`src/rtl/if_fetch_unit.sv`:
```
// Instruction fetch stage: owns the PC, runs a single-outstanding imem handshake and
// holds the fetched instruction for IF/ID. Optional counters behind FETCH_PERF_CNT_EN.
module if_fetch_unit #(
  parameter int               WIDTH    = 32,
  parameter logic [WIDTH-1:0] RESET_PC = '0
) (
  input  logic             clk_i,
  input  logic             reset_ni,
  input  logic             stall_i,
  input  logic             redirect_i,
  input  logic [WIDTH-1:0] redirect_pc_i,
  output logic             imem_req_o,
  output logic [WIDTH-1:0] imem_addr_o,
  input  logic [WIDTH-1:0] imem_rdata_i,
  input  logic             imem_rvalid_i,
  output logic             valid_o,
  output logic [WIDTH-1:0] instr_if32,
  output logic [WIDTH-1:0] pc_plus4_if32,
`ifdef FETCH_PERF_CNT_EN
  output logic [31:0]      fetch_cnt_o,
  output logic [31:0]      drop_cnt_o,
`endif
  output logic [1:0]       dbg_state_o
);

  // Handshake: imem_req_o is a one-cycle strobe the memory always accepts; exactly one
  // imem_rvalid_i answers each strobe, 1+ cycles later. Unsolicited rvalid is ignored.
  // IF/ID side: valid_o marks a real instruction; it is taken on any cycle with !stall_i.
  typedef enum logic [1:0] {S_REQ, S_WAIT, S_DROP, S_HOLD} state_t;

  state_t           r_state, w_state_nxt;
  logic [WIDTH-1:0] r_pc, w_pc_nxt;
  logic [WIDTH-1:0] r_instr, w_instr_nxt;
  logic [WIDTH-1:0] r_pc_plus4, w_pc_plus4_nxt;
  logic [WIDTH-1:0] w_target;
  logic [WIDTH-1:0] w_pc_inc;
  logic [WIDTH-1:0] w_addr;
  logic             w_req;
  logic             w_consume;
  logic             w_drop;
  logic [1:0]       w_unused_lsb;

  assign w_target     = {redirect_pc_i[WIDTH-1:2], 2'b00};
  assign w_unused_lsb = redirect_pc_i[1:0];
  assign w_pc_inc     = r_pc + WIDTH'(4);

  always_ff @(posedge clk_i or negedge reset_ni) begin
    if (!reset_ni) begin
      r_state    <= S_REQ;
      r_pc       <= RESET_PC;
      r_instr    <= '0;
      r_pc_plus4 <= '0;
    end else begin
      r_state    <= w_state_nxt;
      r_pc       <= w_pc_nxt;
      r_instr    <= w_instr_nxt;
      r_pc_plus4 <= w_pc_plus4_nxt;
    end
  end

  always_comb begin
    w_state_nxt    = r_state;
    w_pc_nxt       = r_pc;
    w_instr_nxt    = r_instr;
    w_pc_plus4_nxt = r_pc_plus4;
    w_req          = 1'b0;
    w_addr         = r_pc;
    w_consume      = 1'b0;
    w_drop         = 1'b0;
    case (r_state)
      S_REQ: begin
        if (redirect_i) begin
          w_pc_nxt = w_target;
        end else begin
          w_req       = 1'b1;
          w_state_nxt = S_WAIT;
        end
      end
      S_WAIT: begin
        if (redirect_i) begin
          w_pc_nxt = w_target;
          if (imem_rvalid_i) begin
            w_drop      = 1'b1;
            w_state_nxt = S_REQ;
          end else begin
            w_state_nxt = S_DROP;
          end
        end else if (imem_rvalid_i) begin
          w_instr_nxt    = imem_rdata_i;
          w_pc_plus4_nxt = w_pc_inc;
          w_state_nxt    = S_HOLD;
        end
      end
      S_DROP: begin
        if (redirect_i) w_pc_nxt = w_target;
        if (imem_rvalid_i) begin
          w_drop      = 1'b1;
          w_state_nxt = S_REQ;
        end
      end
      S_HOLD: begin
        // Redirect wins over consumption even when decode is not stalled.
        if (redirect_i) begin
          w_pc_nxt    = w_target;
          w_drop      = 1'b1;
          w_state_nxt = S_REQ;
        end else if (!stall_i) begin
          w_consume   = 1'b1;
          w_pc_nxt    = w_pc_inc;
          w_req       = 1'b1;
          w_addr      = w_pc_inc;
          w_state_nxt = S_WAIT;
        end
      end
      default: w_state_nxt = S_REQ;
    endcase
  end

  // Reset forces the state to S_REQ, so the strobe must be gated off explicitly.
  assign imem_req_o    = w_req & reset_ni;
  assign imem_addr_o   = w_addr;
  assign valid_o       = (r_state == S_HOLD);
  assign instr_if32    = valid_o ? r_instr : '0;
  assign pc_plus4_if32 = valid_o ? r_pc_plus4 : '0;
  assign dbg_state_o   = r_state;

`ifdef FETCH_PERF_CNT_EN
  logic [31:0] r_fetch_cnt;
  logic [31:0] r_drop_cnt;

  always_ff @(posedge clk_i or negedge reset_ni) begin
    if (!reset_ni) begin
      r_fetch_cnt <= '0;
      r_drop_cnt  <= '0;
    end else begin
      if (w_consume) r_fetch_cnt <= r_fetch_cnt + 32'd1;
      if (w_drop)    r_drop_cnt  <= r_drop_cnt + 32'd1;
    end
  end

  assign fetch_cnt_o = r_fetch_cnt;
  assign drop_cnt_o  = r_drop_cnt;
`endif

endmodule
```
`config.mk`:
```
export PLATFORM = sky130hd
export DESIGN_NAME = if_fetch_unit
export DESIGN_NICKNAME = d
export VERILOG_FILES = /design/src/rtl/if_fetch_unit.sv
export SDC_FILE = /design/constraint.sdc
export NUM_CORES = 1
export LEC_CHECK = 0
export CORE_MARGIN = 4
export CORE_UTILIZATION = 38
export DETAILED_ROUTE_END_ITERATION = 8
export PLACE_DENSITY = 0.79
export SYNTH_ARGS = -nofsm -noshare
export SYNTH_HDL_FRONTEND = slang
export SYNTH_SLANG_ARGS = --single-unit
```
`constraint.sdc`:
```
create_clock -name clk_i -period 2.45 [get_ports clk_i]
set_clock_uncertainty 0.1 [all_clocks]
set_input_delay 0.3675 -clock clk_i [delete_from_list [all_inputs] [get_ports clk_i]]
set_output_delay 0.3675 -clock clk_i [all_outputs]
set_load 0.02 [all_outputs]
```
==> out/results.txt <==
status -> finished, violations left
violated checks -> negative setup slack
endpoints failing setup -> 24
Seq/Total Area, Yosys -> 0.410
LEAKAGE -> 4.89 nW
placer's final routability congestion estimate -> 1.00
cells after synthesis -> 625
reg2reg start -> dbg_state_o[0]
final worst-path cycle share -> 1.08
startpoint types -> flip-flop
crit-path cells -> ha_4 > or3b_4 > buf_12 > nor3_4 > nand4_1 > xnor2_1 > buf_4
Max Clock Freq -> 377 MHz
Die ar. -> 17,100 sq um
RSZ-0062 raised after global routing -> true
Data arrival, critical path -> 2.19 ns
CTS root buf -> clkbuf_16
Setup crit start -> dbg_state_o[1]
Die Ht -> 131 microns
Clock transition at path regs -> 0.07 ns
Clock Path Buffers -> 2
number of I/O port buffers -> 162
dpl ws -> -0.649 ns
num rows -> 44
NumNets Final -> 937
asr flop ratio synth -> 1.00
Crit path max-delay family -> simple AND/OR/NAND/NOR gates
minimum clock period -> 2.66 ns
io pins -> 169
synth top area cells -> dfrtp_1 41%, and2_1 6.9%, mux2_2 6.5%
post-DP HPWL -> 13,500 microns
clk sink count -> 94
routed len/inst -> 18.5 microns
minimum hold slack -> 0.0164 ns
vias in the first global route -> 5,528
Cell variety after synth -> 61
first-pass GRT wire length -> 28,900 microns
CP required -> 1.98 ns
Register Area -> 2360 sq um
total CTS buffers -> 9
synthesized area -> 5740 sq um
DR vias/cell -> 5.49
ANT nets after route -> 0
Post-synth EDFFs -> 0
WS Path Type -> flip-flop to primary output
slew margin rel. -> 0.514
routed wire length -> 19,400 microns
fin worst setup slack -> -0.205 ns
Initial Utilization -> 0.392
routed vias -> 5,766
share of the synthesized area in the top cell type -> 0.410
post-route DRC violation count -> 0
Post-Layout Cell Count -> 1,051
Pwr Total -> 9.18 mW
layout cells sized above 1 -> 0.324
largest net degree at the start of global routing -> 95
syn avg cell area -> 9.18 sq um
FILL cells -> 1,147
initial antenna violation count -> 0
crit path max fanout -> 5
Yosys reg bits -> 94
post-layout util -> 0.629
Yosys top cell by area -> dfrtp_1
Max-Cap Viols -> 0
synth warn -> 0
Reg2Reg Setup Slack -> 0.20 ns
maximum VDD drop -> 502 uV
Post-synth top flop -> dfrtp_1
final-report hold violation count -> 0
GRT Total Usage -> 0.217
fin. max-slew vios -> 0
min-delay worst type -> input pin to asynchronous set/reset pin
Diodes inserted -> 0
DR pass1 iterations -> 5
Slew @ Worst Pin -> 0.728 ns
Starting DRT DRC Count -> 396
ratio of total power to cell area -> 998 nW/um^2
htree depth -> 3
Core Area -> 14,600 sq um
WP buf/inv -> 2
most common cell after layout, fill and taps aside -> buf_4
commonest cells after routing, fill and taps aside -> 125 x buf_4, 86 x dfrtp_1, 68 x clkdlybuf4s50_1
GRT Residual Overflow -> 0
CP max stage cell -> or3b_4
TritonCTS clock tree -> done
Layout area overhead -> 60.4%
Crit. End Element -> primary output
Clock Latency Late Sink -> 0.35 ns
slowest stage delay, CP -> 0.43 ns
area occupied by multi-input gates -> 3520 sq um
die span in x -> 131 microns
Inst Count DP -> 1,013
## timing repair
action / CTS / global route
gates cloned: 0 / 1
hold buffers: 0 / 0
endpoints found under the setup margin: 94 / 70
buffers inserted: 7 / 15
pin swaps: 25 / 30
gates resized for setup: 202 / 115
## stage by stage
step,setup TNS (ns),area [sq um]
after floorplan,-0.0684,5810
after global routing,-3.59,9210
after global placement,-14.69,8180
after CTS,-1.67,8710
final,-1.96,9210
after detailed placement,-14.97,8180
## power by group
part | leakage (nW) | internal, mW | switching (mW) | total, mW
registers | 1.12 | 2.26 | 0.505 | 2.76
clock network | 0.155 | 0.822 | 0.688 | 1.51
logic | 3.62 | 2.35 | 2.56 | 4.91
## cells in the mapped netlist, drive strengths merged (4+ instances only)
library cell and count:
dfrtp 94, nand2 66, and2 63, o21ai 48, clkbuf 38, nor2 38, mux2 33, xnor2 29
xor2 28, a21oi 26, buf 22, nand3 20, nand4 16, nor3 10, nor4 9, inv 7
o22ai 7, a311oi 6, ha 6, a22oi 5, o311ai 5, or3 5, and4 4, o31ai 4
## path summary, 6_finish.rpt
kind / endpoint / cells past startpoint
setup / recovery: imem_addr_o[29] / 7
hold / removal: r_instr[24] / 2
setup reg to reg: r_pc[30] / 8
hold reg to reg: r_pc_plus4[2] / 2
max in group asynchronous: dbg_state_o[1] / 2
min in group clk_i: r_pc_plus4[2] / 2
## logic make-up after synthesis
kind of cell | after synthesis | synth area share
simple gates | 246 | 0.241
other cells | 1 | 0.000654
compound gates | 121 | 0.131
mux | 33 | 0.0648
xor+xnor | 57 | 0.0870
buf+inv | 67 | 0.0525
fa+ha+maj | 6 | 0.0131
flops | 94 | 0.410
## metal layers
layer  up-vias  wire length, microns  GRT usage
met2       296                  9330      0.365
met1      2789                  8170      0.282
met5         -                     0          0
met3        47                  1470     0.0472
met4         0                   473     0.0659
li1       2634                     -          -
## layout make-up
| cell class | instances | area share |
|---|---|---|
| inverters | 7 | 0.00285 |
| well taps | 184 | 0.0250 |
| multi-input cells | 467 | 0.383 |
| clock buffers | 9 | 0.0245 |
| clock inverters | 7 | 0.00951 |
| flip-flops and latches | 94 | 0.257 |
| repair buffers | 283 | 0.299 |
## worst register-to-register path, cell delays in order (launching register included)
cell	delay [ns]
dfrtp_2	0.43
buf_4	0.16
ha_1	0.27
nand3b_1	0.15
nand2b_1	0.29
buf_4	0.23
a41oi_1	0.07
o21ai_0	0.23
o311ai_0	0.18
## registers in the layout, indices dropped and copies added (netlist names)
name / cells
r_instr: 32
r_pc: 30
r_pc_plus4: 30
dbg_state_o: 2
No activity file was read; power rests on OpenSTA's default activity.
